$ cat src/rtl/ifetch.sv
// Instruction fetch unit: drives the PC and issues one-outstanding word requests
// to instruction memory. A small prefetch FIFO feeds decode, and a redirect
// flushes the FIFO and restarts fetch at the target.
// Optional: define IFETCH_ILLEGAL_CHECK_EN to flag non-32-bit encodings on `illegal`.
module ifetch #(
    parameter logic [31:0] RESET_PC = 32'h0000_0000,
    parameter int unsigned DEPTH    = 2
) (
    input  logic        clk,
    input  logic        rst,
    output logic        imem_req,
    output logic [31:0] imem_addr,
    input  logic        imem_ack,
    input  logic [31:0] imem_rdata,
    output logic        dec_valid,
    input  logic        dec_ready,
    output logic [31:0] instr,
    output logic [31:0] pc,
    output logic [4:0]  opcode,
    output logic [2:0]  func3,
    output logic [6:0]  func7,
    input  logic        redirect,
    input  logic [31:0] redirect_pc,
    output logic        illegal
);

    localparam int unsigned PW = $clog2(DEPTH);
    localparam int unsigned CW = PW + 1;

    typedef enum logic [1:0] {IDLE, BUSY, KILL} state_e;

    state_e        state_q, state_d;
    logic [31:0]   fpc_q, fpc_d;
    logic [31:0]   tgt_q, tgt_d;
    logic [31:0]   word_q [DEPTH];
    logic [31:0]   word_d [DEPTH];
    logic [31:0]   epc_q  [DEPTH];
    logic [31:0]   epc_d  [DEPTH];
    logic [PW-1:0] rptr_q, rptr_d;
    logic [PW-1:0] wptr_q, wptr_d;
    logic [CW-1:0] cnt_q, cnt_d;

    logic          push;
    logic          pop;
    logic [CW-1:0] cnt_after_push;
    logic [31:0]   redir_al;

    assign redir_al       = redirect_pc & 32'hFFFF_FFFC;
    assign pop            = dec_valid & dec_ready;
    assign cnt_after_push = cnt_q + CW'(1) - CW'(pop);

    // Fetch FSM next state, fetch PC, pending target and FIFO bookkeeping
    always_comb begin
        state_d = state_q;
        fpc_d   = fpc_q;
        tgt_d   = tgt_q;
        word_d  = word_q;
        epc_d   = epc_q;
        rptr_d  = rptr_q;
        wptr_d  = wptr_q;
        cnt_d   = cnt_q;
        push    = 1'b0;

        unique case (state_q)
            IDLE: begin
                if (redirect) begin
                    fpc_d   = redir_al;
                    state_d = BUSY;
                end else if (cnt_q < CW'(DEPTH)) begin
                    state_d = BUSY;
                end
            end
            BUSY: begin
                if (redirect) begin
                    if (imem_ack) begin
                        fpc_d = redir_al;
                    end else begin
                        tgt_d   = redir_al;
                        state_d = KILL;
                    end
                end else if (imem_ack) begin
                    push  = 1'b1;
                    fpc_d = fpc_q + 32'd4;
                    if (cnt_after_push == CW'(DEPTH)) begin
                        state_d = IDLE;
                    end
                end
            end
            KILL: begin
                // The outstanding response belongs to the old stream; drop it.
                if (imem_ack) begin
                    fpc_d   = redirect ? redir_al : tgt_q;
                    state_d = BUSY;
                end else if (redirect) begin
                    tgt_d = redir_al;
                end
            end
            default: state_d = IDLE;
        endcase

        if (redirect) begin
            rptr_d = '0;
            wptr_d = '0;
            cnt_d  = '0;
        end else begin
            if (push) begin
                word_d[wptr_q] = imem_rdata;
                epc_d[wptr_q]  = fpc_q;
                wptr_d         = wptr_q + PW'(1);
            end
            if (pop) begin
                rptr_d = rptr_q + PW'(1);
            end
            cnt_d = cnt_q + CW'(push) - CW'(pop);
        end
    end

    // State and FIFO registers with synchronous active-low reset
    always_ff @(posedge clk) begin
        if (!rst) begin
            state_q <= IDLE;
            fpc_q   <= RESET_PC;
            tgt_q   <= RESET_PC;
            rptr_q  <= '0;
            wptr_q  <= '0;
            cnt_q   <= '0;
            for (int unsigned i = 0; i < DEPTH; i++) begin
                word_q[i] <= '0;
                epc_q[i]  <= '0;
            end
        end else begin
            state_q <= state_d;
            fpc_q   <= fpc_d;
            tgt_q   <= tgt_d;
            rptr_q  <= rptr_d;
            wptr_q  <= wptr_d;
            cnt_q   <= cnt_d;
            word_q  <= word_d;
            epc_q   <= epc_d;
        end
    end

    assign imem_req  = (state_q != IDLE);
    assign imem_addr = fpc_q;
    assign dec_valid = (cnt_q != '0);
    assign instr     = word_q[rptr_q];
    assign pc        = epc_q[rptr_q];
    assign opcode    = instr[6:2];
    assign func3     = instr[14:12];
    assign func7     = instr[31:25];

`ifdef IFETCH_ILLEGAL_CHECK_EN
    logic ill_q [DEPTH];
    logic ill_d [DEPTH];

    // Per-entry flag for compressed/non-32-bit encodings, captured at push
    always_comb begin
        ill_d = ill_q;
        if (push && !redirect) begin
            ill_d[wptr_q] = (imem_rdata[1:0] != 2'b11);
        end
    end

    // Illegal-flag storage alongside the FIFO entries
    always_ff @(posedge clk) begin
        if (!rst) begin
            for (int unsigned i = 0; i < DEPTH; i++) begin
                ill_q[i] <= 1'b0;
            end
        end else begin
            ill_q <= ill_d;
        end
    end

    assign illegal = dec_valid & ill_q[rptr_q];
`else
    assign illegal = 1'b0;
`endif

endmodule
$ cat config.mk
export PLATFORM = sky130hd
export DESIGN_NAME = ifetch
export DESIGN_NICKNAME = d
export VERILOG_FILES = /design/src/rtl/ifetch.sv
export SDC_FILE = /design/constraint.sdc
export NUM_CORES = 1
export LEC_CHECK = 0
export ABC_CLOCK_PERIOD_IN_PS = 4700
export BUFFER_PORTS_ARGS = -buffer_cell sky130_fd_sc_hd__buf_2
export CORE_UTILIZATION = 55
export DETAILED_ROUTE_END_ITERATION = 8
export PLACE_DENSITY = 0.86
export SLEW_MARGIN = 20
export SYNTH_ARGS = -nofsm -noshare
export SYNTH_HDL_FRONTEND = slang
export SYNTH_SLANG_ARGS = --single-unit
export TNS_END_PERCENT = 100
$ cat constraint.sdc
create_clock -name clk -period 4.7 [get_ports clk]
set_input_delay 1.175 -clock clk [delete_from_list [all_inputs] [get_ports clk]]
set_output_delay 1.175 -clock clk [all_outputs]
set_load 0.02 [all_outputs]
# After elaboration in Yosys (flattened, before gate mapping)
# Cells that the tools add are included.
[classes]
n_mux = 32
n_reduce_logical = 11
bitwise = 5
eq_ne = 13
order_cmp = 4
add_sub_neg = 7
[ops]
columns = ["operator", "n"]
rows = [
  ["2-to-1 mux 32 bit", 16],
  ["bitwise mux 64 bit", 2],
  ["case mux 32 bit (3 select lines)", 1],
  ["case mux 32 bit (2 select lines)", 1],
  ["adder 32 x 3 -> 32 bit (second input constant)", 1],
  ["demux 32 bit (select 1 bit)", 1],
  ["2-to-1 mux 2 bit", 7],
  ["inequality test 2 bit (second input constant)", 6],
  ["inequality test 3 bit (second input constant)", 4],
  ["AND reduction 4 bit", 2],
  ["case mux 2 bit (3 select lines)", 1],
  ["nonzero test 2 bit", 3],
  ["AND reduction 5 bit", 1],
  ["equality test 2 bit (second input constant)", 2],
  [">= comparator 2 bit (second input constant)", 2],
  ["inverter 1 -> 2 bit", 2],
  ["subtractor 2 x 1 -> 2 bit", 2],
  ["2-to-1 mux 1 bit", 3],
  ["nonzero test 3 bit", 1],
  ["adder 1 bit (second input constant)", 2],
  ["adder 2 x 1 -> 2 bit", 1],
  ["adder 2 x 1 -> 2 bit (second input constant)", 1],
  ["equality test 2 x 1 -> 1 bit (second input constant)", 1],
  ["zero test 2 bit", 1],
  ["other kinds (7)", 8],
]
[totals]
regBits = 198
out_inout_bits = 114
wordCells = 82

# Depth between registers and ports, before layout
[depth]
depth_word = 8
ltp_mapped = 10

# Least setup slack after synthesis
# Ideal clock, no wire load.
[synth_path]
path_kind = "reg-to-output"
startpoint = "register rptr_q"
endpoint = "output instr[12]"
required_ns = 3.525
path_slack_ns = 1.952
t_arrival_ns = 1.573
stages_incl_launch_ff = 5
path_cell_list = "dfxtp_1 clkbuf_1 clkbuf_1 mux2_2 buf_4"
[synth_between]
elab_chain_cells = 4
[synth_lines]
columns = ["item", "line", "rtl"]
rows = [
  ["start, declared", "39", "logic [PW-1:0] rptr_q, rptr_d;"],
  ["start signal, assigned", "135", "rptr_q <= rptr_d;"],
  ["inverter 1 -> 2 bit (implied by the code)", "146", "assign instr = word_q[rptr_q];"],
  ["2-to-1 mux 32 bit (implied by the code) (3 in a row)", "146", ""],
  ["end, declared", "17", "output logic [31:0] instr,"],
]
# Every way passes these cells. The select of a mux whose other input is x is not followed.

# Final worst setup path
[layout_path]
startpoint = "register rptr_q"
endpoint = "output instr[31]"
# Same word-level chain as after synthesis.

==> reports/results.txt <==
In this run the mean area of a mapped cell was 7.93 um^2. The run gives 0 as the total count of max-transition violations in the final report. Buffers placed on the I/O ports in this run total 179. Detailed routing placed a total of 1880 um of wire on met3.

After clock tree synthesis, the clock-pin slew on the worst setup and hold paths is 0.07 ns. After detailed routing, the total wire length is 25100 um. For the routed length on met2, the log shows 11400 um. From synthesis to final layout, the design area changed by 14.9%.

The final setup skew is 0.00708 ns. The total area inside the core boundary comes to 0.0166 mm^2. The largest fanout on the critical path is 65. The worst setup path is of the register to primary output kind. The headroom to the max-slew limit was 0.369; the weighted congestion reported at the end of routability-driven placement was 0.854. In this run, distinct cell masters in the synthesized netlist total 68.

The floorplan has 47 rows. The number of antenna violations at the first check in global routing was 0. For the post-placement cell area, the log shows 0.0102 mm^2. During I/O placement, the number of pins put on the boundary was 183. The synthesized design contains 0 enable-type register cells.

Summed over all nets, the half-perimeter wirelength after detailed placement is 16100 um. The post-synthesis register bit count came out at 198. Routed signal wires occupy layers up through met4. The detailed router placed 8899 vias in this run. The DRC violation count after routing was 0; the routed wire length per instance was 16.5 um.

The leakage dissipation is 4.27 nW. Counting every sink on the clock net gives 198. In this run the post-CTS setup repair buffer count came out at 0. The finished layout holds 1519 standard cells, fillers aside. For this run, the leading register cell type out of synthesis is dfxtp_1. Data arrives at the worst endpoint at 2.10 ns. In the final routing, the length of wire on met1 measures 11100 um.

The all-layer global routing usage came out at 0.280. The die area came out at 0.0176 mm^2. Using the TritonRoute via totals, the vias-per-cell ratio works out to 5.86. The share of post-route cells with drive strength above 1 is 0.239, and the area of the mapped netlist is 0.00939 mm^2.

The run gives 40100 um as the wire length of the first global-routing pass. The tools report the sequential element share of the synthesized area as 0.422. Leaving out fill and tap cells, the most frequent cell in the layout is nand2_1. The number of placed instances, taps included was 1487; the antenna cell count was 0. The number of failing hold endpoints at the final stage was 0; the sum of negative setup slack was 0 ns. The count of nets left with antenna violations once routing finished came out at 0. The starting DRC count in detailed routing was 829; the minimum clock period after layout was 3.28 ns.

The number of buffers on the longest clock path is 2. The TritonCTS buffer count was 17. Data on the critical path is required at its endpoint by 3.52 ns. TritonCTS built the clock tree. The tree is rooted in a clkbuf_16. Post-CTS repair changed the size of 0 cells. The highest achievable clock rate is 0.305 GHz. The tools report the final cell area excluding filler cells as 0.0108 mm^2. Entering global routing, the biggest net connects 118 pins.

For the post-synthesis net count, the log shows 1261. Classification of the worst-slack hold path: register to register. For this design, the CTS-stage hold fixing added 0 buffers. In the layout the commonest cells are nand2_1 (346), dfxtp_1 (197), buf_2 (179), a21oi_1 (177), mux2_2 (64). The fraction of the cycle the final worst path needs was 0.697. The tool flagged a number of max-cap violations equal to 0. The clock insertion delay at the later pin of the skew report came out at 0.43 ns. The element type at the critical path end was a primary output. The flow ran to the end, and the final reports show no timing, DRC or antenna violations. The total number of yosys warnings came out at 0. The die extent in x was 133 um. Synthesis produced a netlist whose cell count is 1184. The total power density per cell area came out at 392 mW/mm^2.

The async set or reset register ratio after synthesis was 0. Before antenna repair, the detailed router went through 6 iterations. The die outline height came out at 133 um. STA classifies the critical path startpoint as a register. Setup violations remaining at the end of the flow were counted as 0. The starting density of the core was 0.564; the number of global-route vias before repair was 7923.

For the pin with the worst max-slew slack, the measured transition is 0.946 ns. Setup repair after global routing left no endpoint under its margin. IR analysis of the VDD net gives a maximum drop of 0.000290 V. The logs give 1363 for the number of nets in the finished design and 4 for the CTS H-tree depth. Global routing finished with a remaining overflow of 0.
[Yosys cell counts (4+ instances only)]
cell type	instances	area [um^2]
nand2_1	346	1300
nand4_1	6	37.5
a22oi_1	15	113
ha_1	8	100
nor2_1	31	116
a21oi_1	177	886
a221o_1	10	100
o2bb2ai_1	8	70.1
buf_2	18	90.1
nand2b_1	5	31.3
and2_1	7	43.8
mux2i_1	4	40.0
nor3_1	11	55.1
inv_1	11	41.3
dfxtp_1	198	3960
xor2_1	5	43.8
o21ai_0	30	150
a22o_1	15	131
nand3b_1	6	45.0
nor4_1	8	50.1
and3_1	9	56.3
o221a_2	7	78.8
buf_4	20	150
o211a_1	4	40.0
clkbuf_1	71	267
or3_1	5	31.3
o211ai_1	6	45.0
mux2_2	64	721
nor2b_1	4	25.0
nand3_1	18	90.1
a221oi_1	5	43.8
[routing by layer]
layer  up-vias  global-route usage
li1       4292                   -
met1      4133               0.391
met2       421               0.435
met3        53              0.0460
met4         0               0.104
met5         -                   0
[stage by stage]
| stage | total power, mW | hold WS, ns | worst slack, ns | utilization |
|---|---|---|---|---|
| CTS | 4.23 | 0.455 | 1.45 | 0.649 |
| floorplan | 2.49 | 0.433 | 1.95 | - |
| detailed placement | 2.76 | 0.444 | 1.35 | 0.612 |
| global route | 4.39 | 0.468 | 1.37 | 0.649 |
| finish | 4.23 | 0.451 | 1.42 | 0.649 |
| global placement | 2.74 | 0.438 | 1.41 | 0.612 |
[kinds of logic after synthesis]
logic type      count (synthesis)  share of synthesized area
xor+xnor                        6                    0.00559
mux                            68                     0.0810
simple gates                  472                      0.216
buf+inv                       123                     0.0597
fa+ha+maj                       8                     0.0107
compound gates                308                      0.205
other cells                     1                   0.000399
flops                         198                      0.422
[where the power goes]
part / total (mW) / switching (mW) / internal (mW)
sequential: 1.91 / 0.146 / 1.77
clock: 1.49 / 0.643 / 0.844
combinational: 0.832 / 0.535 / 0.297
total: 4.23 / 1.32 / 2.91
[worst max-delay path, stage by stage (launching register included)]
cell	delay, ns
dfxtp_2	0.31
buf_4	0.66
mux2_2	0.43
buf_2	0.17
[final timing paths]
check | from | endpoint | slack [ns] | cells after the start
max | rptr_q$_SDFFE_PP0P_ | instr[31] | 1.42 | 3
min | word_q[1]$_SDFFE_PN0P_ | word_q[1]$_SDFFE_PN0P_ | 0.45 | 2
max reg2reg | state_q[0]$_SDFFE_PN0P_ | imem_addr[19]$_SDFFE_PN0P_ | 1.73 | 6
min reg2reg | word_q[1]$_SDFFE_PN0P_ | word_q[1]$_SDFFE_PN0P_ | 0.45 | 2
[state kept, by name, indices dropped and copies added, names as in the netlist]
signal,count
cnt_q,2
epc_q,64
imem_addr,32
rptr_q,1
state_q,2
tgt_q,32
word_q,64
wptr_q,1
[area by class of cell]
cell class	count	area, um^2
clock buffers	22	484
clock inverters	10	119
fillers	1427	5840
inverters	12	50.0
multi-input cells	863	4880
flip-flops and latches	198	3970
well taps	220	275
repair buffers	194	1020
Note: power is estimated with default switching activity, not from simulation.
